### src/rtl/inst_fetch_unit_pkg.sv
// Shared definitions for the instruction-fetch front end.
package inst_fetch_unit_pkg;

    // Fetch FSM: IDLE waits for buffer room, REQ has a live request for
    // fetch_pc, DROP waits out a request made stale by a redirect.
    typedef enum logic [1:0] {
        ST_IDLE = 2'd0,
        ST_REQ  = 2'd1,
        ST_DROP = 2'd2
    } fetch_state_e;

    localparam logic [31:0] NOP_WORD         = 32'h0000_0000;
    localparam logic [31:0] DEFAULT_RESET_PC = 32'h0000_0000;
    localparam logic [31:0] PC_STEP          = 32'h0000_0004;

    // One buffer entry: the fetch address and the word returned for it.
    typedef struct packed {
        logic [31:0] pc;
        logic [31:0] inst;
    } buf_entry_t;

    // Branch targets are word addresses; low two bits are ignored.
    function automatic logic [31:0] word_align(input logic [31:0] addr);
        return {addr[31:2], 2'b00};
    endfunction

endpackage

### src/rtl/inst_fetch_unit_fetch_buf.sv
// Small synchronous FIFO holding fetched {pc, inst} entries.
// Flush empties the buffer at the clock edge and wins over push/pop.
module fetch_buf #(
    parameter int DEPTH = 2,
    parameter int WIDTH = 64,
    localparam int AW = $clog2(DEPTH),
    localparam int CW = AW + 1
) (
    input  logic             clk,
    input  logic             rst,
    input  logic             push,
    input  logic             pop,
    input  logic             flush,
    input  logic [WIDTH-1:0] wdata,
    output logic [WIDTH-1:0] rdata,
    output logic [CW-1:0]    count,
    output logic             full,
    output logic             empty
);

    logic [WIDTH-1:0] mem_r [DEPTH];
    logic [AW-1:0]    wr_ptr_r;
    logic [AW-1:0]    rd_ptr_r;
    logic [CW-1:0]    count_r;
    logic [CW-1:0]    count_next_s;
    logic             push_ok_s;
    logic             pop_ok_s;

    assign full      = (count_r == CW'(DEPTH));
    assign empty     = (count_r == CW'(0));
    assign push_ok_s = push & ~full;
    assign pop_ok_s  = pop & ~empty;
    assign rdata     = mem_r[rd_ptr_r];
    assign count     = count_r;

    // Occupancy after this cycle's push/pop (flush handled in the register).
    always_comb begin
        count_next_s = count_r;
        case ({push_ok_s, pop_ok_s})
            2'b10:   count_next_s = count_r + CW'(1);
            2'b01:   count_next_s = count_r - CW'(1);
            default: count_next_s = count_r;
        endcase
    end

    // Storage, pointers and occupancy.
    always_ff @(posedge clk or posedge rst) begin
        if (rst) begin
            wr_ptr_r <= AW'(0);
            rd_ptr_r <= AW'(0);
            count_r  <= CW'(0);
            for (int i = 0; i < DEPTH; i++) begin
                mem_r[i] <= {WIDTH{1'b0}};
            end
        end else if (flush) begin
            wr_ptr_r <= AW'(0);
            rd_ptr_r <= AW'(0);
            count_r  <= CW'(0);
        end else begin
            if (push_ok_s) begin
                mem_r[wr_ptr_r] <= wdata;
                wr_ptr_r        <= wr_ptr_r + AW'(1);
            end
            if (pop_ok_s) begin
                rd_ptr_r <= rd_ptr_r + AW'(1);
            end
            count_r <= count_next_s;
        end
    end

endmodule

### src/rtl/inst_fetch_unit.sv
// Instruction-fetch front end: issues one request at a time to instruction
// memory, buffers returned words with their pc, and presents the buffer
// head to decode. Handles decode stall (pause) and branch redirects.
module inst_fetch_unit
    import inst_fetch_unit_pkg::*;
#(
    parameter logic [31:0] RESET_PC  = DEFAULT_RESET_PC,
    parameter int          BUF_DEPTH = 2
) (
    input  logic        clk,
    input  logic        rst,
    output logic        imem_req,
    output logic [31:0] imem_addr,
    input  logic        imem_ack,
    input  logic [31:0] imem_rdata,
    input  logic        pause,
    input  logic        redirect,
    input  logic [31:0] redirect_pc,
    output logic        valid_o,
    output logic [31:0] inst_o,
    output logic [31:0] pc_o
);

    localparam int CW = $clog2(BUF_DEPTH) + 1;
    localparam logic [CW-1:0] DEPTH_C = CW'(BUF_DEPTH);

    fetch_state_e  state_r;
    fetch_state_e  state_next_s;
    logic [31:0]   fetch_pc_r;
    logic [31:0]   fetch_pc_next_s;
    logic [31:0]   stale_addr_r;
    logic [31:0]   stale_addr_next_s;
    logic          push_s;
    logic          pop_s;
    logic          flush_s;
    logic [CW-1:0] count_s;
    logic [CW-1:0] count_after_push_s;
    logic          full_s;
    logic          empty_s;
    buf_entry_t    wr_entry_s;
    buf_entry_t    head_s;

    assign wr_entry_s = '{pc: fetch_pc_r, inst: imem_rdata};

    fetch_buf #(
        .DEPTH (BUF_DEPTH),
        .WIDTH (64)
    ) u_fetch_buf (
        .clk   (clk),
        .rst   (rst),
        .push  (push_s),
        .pop   (pop_s),
        .flush (flush_s),
        .wdata (wr_entry_s),
        .rdata (head_s),
        .count (count_s),
        .full  (full_s),
        .empty (empty_s)
    );

    // A redirect flushes and suppresses any pop; full is implied by the
    // count reserve so push never meets a full buffer.
    assign flush_s            = redirect;
    assign pop_s              = ~empty_s & ~pause & ~redirect;
    assign count_after_push_s = count_s + CW'(1) - (pop_s ? CW'(1) : CW'(0));

    // Next-state, fetch address and buffer push decisions.
    always_comb begin
        state_next_s      = state_r;
        fetch_pc_next_s   = fetch_pc_r;
        stale_addr_next_s = stale_addr_r;
        push_s            = 1'b0;
        case (state_r)
            ST_IDLE: begin
                if (redirect) begin
                    fetch_pc_next_s = word_align(redirect_pc);
                    state_next_s    = ST_REQ;
                end else if (count_s < DEPTH_C) begin
                    state_next_s = ST_REQ;
                end else begin
                    state_next_s = ST_IDLE;
                end
            end
            ST_REQ: begin
                if (redirect) begin
                    fetch_pc_next_s = word_align(redirect_pc);
                    if (imem_ack) begin
                        state_next_s = ST_REQ;
                    end else begin
                        // Request still in flight: remember its address so
                        // the bus stays stable until it completes.
                        stale_addr_next_s = fetch_pc_r;
                        state_next_s      = ST_DROP;
                    end
                end else if (imem_ack) begin
                    push_s          = 1'b1;
                    fetch_pc_next_s = fetch_pc_r + PC_STEP;
                    if (count_after_push_s < DEPTH_C) begin
                        state_next_s = ST_REQ;
                    end else begin
                        state_next_s = ST_IDLE;
                    end
                end else begin
                    state_next_s = ST_REQ;
                end
            end
            ST_DROP: begin
                if (redirect) begin
                    fetch_pc_next_s = word_align(redirect_pc);
                    if (imem_ack) begin
                        state_next_s = ST_REQ;
                    end else begin
                        state_next_s = ST_DROP;
                    end
                end else if (imem_ack) begin
                    state_next_s = ST_REQ;
                end else begin
                    state_next_s = ST_DROP;
                end
            end
            default: begin
                state_next_s = ST_IDLE;
            end
        endcase
    end

    // FSM state, fetch pointer and stale-request address registers.
    always_ff @(posedge clk or posedge rst) begin
        if (rst) begin
            state_r      <= ST_IDLE;
            fetch_pc_r   <= RESET_PC;
            stale_addr_r <= RESET_PC;
        end else begin
            state_r      <= state_next_s;
            fetch_pc_r   <= fetch_pc_next_s;
            stale_addr_r <= stale_addr_next_s;
        end
    end

    // Bus and decode outputs are decoded from registered state only.
    assign imem_req  = (state_r == ST_REQ) || (state_r == ST_DROP);
    assign imem_addr = (state_r == ST_DROP) ? stale_addr_r : fetch_pc_r;
    assign valid_o   = ~empty_s;
    assign inst_o    = empty_s ? NOP_WORD : head_s.inst;
    assign pc_o      = empty_s ? NOP_WORD : head_s.pc;

endmodule

### config.mk
export PLATFORM = sky130hd
export DESIGN_NAME = inst_fetch_unit
export DESIGN_NICKNAME = d
export VERILOG_FILES = /design/src/rtl/inst_fetch_unit_pkg.sv /design/src/rtl/inst_fetch_unit_fetch_buf.sv /design/src/rtl/inst_fetch_unit.sv
export SDC_FILE = /design/constraint.sdc
export NUM_CORES = 1
export LEC_CHECK = 0
export BUFFER_PORTS_ARGS = -buffer_cell sky130_fd_sc_hd__buf_2
export CAP_MARGIN = 20
export CORE_AREA = 3 3 157 159
export CTS_BUF_LIST = sky130_fd_sc_hd__clkbuf_8
export CTS_CLUSTER_SIZE = 8
export DETAILED_ROUTE_END_ITERATION = 8
export DIE_AREA = 0 0 160 162
export GPL_TIMING_DRIVEN = 0
export SLEW_MARGIN = 25
export SYNTH_ARGS = -nofsm -noshare
export SYNTH_HDL_FRONTEND = slang
export SYNTH_SLANG_ARGS = --single-unit
### constraint.sdc
create_clock -name clk -period 8.3 [get_ports clk]
set_clock_uncertainty 0.1 [all_clocks]
set_input_delay 0.83 -clock clk [delete_from_list [all_inputs] [get_ports clk]]
set_output_delay 0.83 -clock clk [all_outputs]
set_load 0.005 [all_outputs]
==> results.toml <==
[status]
status = "finished clean"

[yosys]
synth-edff-count = 0
synthFlopType = "dfrtp_1"
synth_area_um2 = 9260
yosysWarnings = 0
synthDistinctLibCells = 44
ys_seq_elements = 190
avgSynthCellArea_um2 = 11.6
syn-instance-count = 798
synth_seq_area_share = 0.513
synth-async-reset-ratio = 1.00

[sta]
max_slew.worst_pin.slew_ps = 932
maxSlewHeadroom = 0.379
rsz0062_at_grt = "no"
finalMaxSlewViolations = 0
setup_viol = 0
hold_viol_final = 0
fmaxAchievable_ghz = 0.267
tns_ps = 0
post-route-min-period_ps = 3740
period_share = 0.451

[grt]
grt_overflow = 0
grt_max_degree = 78
grt_pass1_wl_mm = 38.2
grt_pass1_vias = 6695
antenna_found_initial = 0
grt_use_total = 0.187

[worst_hold_path]
hp-class = "in2async"

[drt]
drcViolationCount = 0
drt_iter0_drc = 442
drt_wl_total_mm = 23.6
vias = 6736
first_pass_iters = 4
viasPerCell = 5.13
wl_per_cell_um = 18.0
ant_nets = 0

[cts]
clock_sinks = 190
clk_pin_slew_worst_paths_ps = 100
htreeDepth = 4
clock_path_buffers = 2
root_buffer = "clkbuf_8"
holdBufCountCts = 0
clk_latency_ps = 460
cts_buffers = 17
ctsResizeCount = 0
post_cts_buffers = 0
cts_tree = "built"

[floorplan]
die_x_um = 160
core-area_um2 = 23400
die_h_um = 162
ios = 167
rows = 56
dieArea_um2 = 25900
start_util = 0.396

[layout]
fill_cells = 2274
finalNetCount = 1059
final_common_cell = "dfrtp_1"
antenna_cells = 0
finalInstanceArea_um2 = 10900
layout_common_cells = "dfrtp_1, buf_2, mux2_2"
drive_above_1_share = 0.397
area_delta_synth_final_pct = 17.7
stdcell_count = 1313

[worst_setup_path]
cp_common_cell = "clkbuf_1"
cp_slowest_stage_delay_ps = 610
endpoint_kind = "output port"
critical-path-top-delay-family = "buffers and inverters"
path_cells = "inv_1 > ha_1 > clkbuf_1 > clkbuf_1 > mux2_2 > buf_2"
cp.required_ps = 7370
path_max_fanout = 10
worstSetupPathType = "reg2out"
start_kind = "flip-flop"
worstPathArrival_ps = 2810
critPathSlowestCell = "clkbuf_1"
crit_buf_inv = 4

[power]
ir_worst_vdd_uv = 133
p_leak_nw = 4.84
powerDensity_nw_per_um2 = 361

[place]
dpl.cell_count = 1282
place_congestion = 0.848
placed_area_um2 = 10500
dp_hpwl_mm = 16.7
port_buffers = 160

[flow_run]
cap_violations = 0
cells in the mapped netlist, types with 2 or more instances:
master | n | area share
inv_1 | 12 | 0.0049
o21ai_0 | 28 | 0.015
a211oi_1 | 2 | 0.0016
nor4_1 | 4 | 0.0027
buf_2 | 17 | 0.0092
a2bb2oi_1 | 7 | 0.0066
nor2_1 | 76 | 0.031
clkbuf_1 | 32 | 0.013
o22ai_1 | 17 | 0.011
and3_1 | 2 | 0.0014
o32ai_1 | 2 | 0.0019
and4_1 | 4 | 0.0038
mux2i_1 | 63 | 0.068
nand3_1 | 16 | 0.0086
nor3_1 | 13 | 0.0070
ha_1 | 8 | 0.011
buf_4 | 4 | 0.0032
a22oi_1 | 3 | 0.0024
dfrtp_1 | 190 | 0.51
nand2_1 | 40 | 0.016
a21oi_1 | 40 | 0.022
a31oi_1 | 2 | 0.0014
o31ai_1 | 2 | 0.0016
mux2_2 | 175 | 0.21
xnor2_1 | 4 | 0.0038
nand4_1 | 6 | 0.0041
or2_2 | 4 | 0.0027
nand2b_1 | 2 | 0.0014
a21o_1 | 3 | 0.0024
buf_1 | 6 | 0.0024
state kept, by name, indices dropped and copies added, names as in the netlist:
| name | flops |
|---|---|
| state_r | 2 |
| u_fetch_buf.mem_r | 124 |
| u_fetch_buf.rd_ptr_r | 1 |
| u_fetch_buf.wr_ptr_r | 1 |
| fetch_pc_r | 30 |
| stale_addr_r | 30 |
| u_fetch_buf.count | 2 |
stage by stage:
step | total power [W] | worst slack [ps] | hold slack (ps) | utilization
after floorplan | 0.00277 | 2200 | 350 | -
after CTS | 0.00399 | 4490 | 216 | 0.466
after detailed placement | 0.00340 | 5020 | 371 | 0.450
after global routing | 0.00427 | 4360 | 221 | 0.466
final | 0.00393 | 4560 | 244 | 0.466
after global placement | 0.00335 | -219 | 362 | 0.448
cells by family (layout without fill, tap and decap cells):
logic type | Yosys count | after routing | share of synthesized area
adder cells (fa/ha/maj) | 8 | 8 | 0.0108
multiplexers | 238 | 238 | 0.281
buffers and inverters | 71 | 264 | 0.0327
AND/OR/NAND/NOR | 173 | 173 | 0.0855
flip-flops | 190 | 190 | 0.513
other | 1 | 4 | 0.000405
XOR/XNOR | 5 | 5 | 0.00473
AO/OA/AOI/OAI | 112 | 112 | 0.0719
area by class of cell:
| type | instances | area [um2] | share of cell area |
|---|---|---|---|
| well taps | 319 | 399 | 0.0366 |
| repair buffers | 162 | 856 | 0.0785 |
| clock inverters | 13 | 118 | 0.0108 |
| flip-flops and latches | 190 | 4750 | 0.436 |
| multi-input cells | 540 | 4220 | 0.387 |
| inverters | 12 | 52.6 | 0.00482 |
| plain buffers | 59 | 258 | 0.0236 |
| clock buffers | 18 | 248 | 0.0227 |
metal layers:
| layer | vias up | global-route usage | part of all wire |
|---|---|---|---|
| met5 | - | 0 | 0 |
| met4 | 0 | 0.0552 | 0.016 |
| met3 | 25 | 0.0311 | 0.046 |
| met2 | 186 | 0.294 | 0.46 |
| met1 | 3309 | 0.267 | 0.48 |
| li1 | 3216 | - | - |
path summary, 6_finish.rpt:
path | startpoint | to | slack, ps | cells after the start
worst min register to register | stale_addr_r[17] | stale_addr_r[17] | 390 | 2
min in group clk | stale_addr_r[17] | stale_addr_r[17] | 390 | 2
worst min-delay path | rst | u_fetch_buf.mem_r[27] | 240 | 2
worst max register to register | state_r[0] | fetch_pc_r[8] | 5300 | 9
worst max-delay path | state_r[0] | imem_addr[11] | 4560 | 6
max in group asynchronous | rst | fetch_pc_r[16] | 6760 | 4
where the power goes:
group | internal [W] | switching (W) | total, W | leakage (nW)
registers | 0.00135 | 0.000285 | 0.00164 | 2.30
logic | 0.000850 | 0.000859 | 0.00171 | 2.35
clock network | 0.000245 | 0.000341 | 0.000587 | 0.190
total | 0.00245 | 0.00148 | 0.00393 | 4.84
No activity file was read; power rests on OpenSTA's default activity.
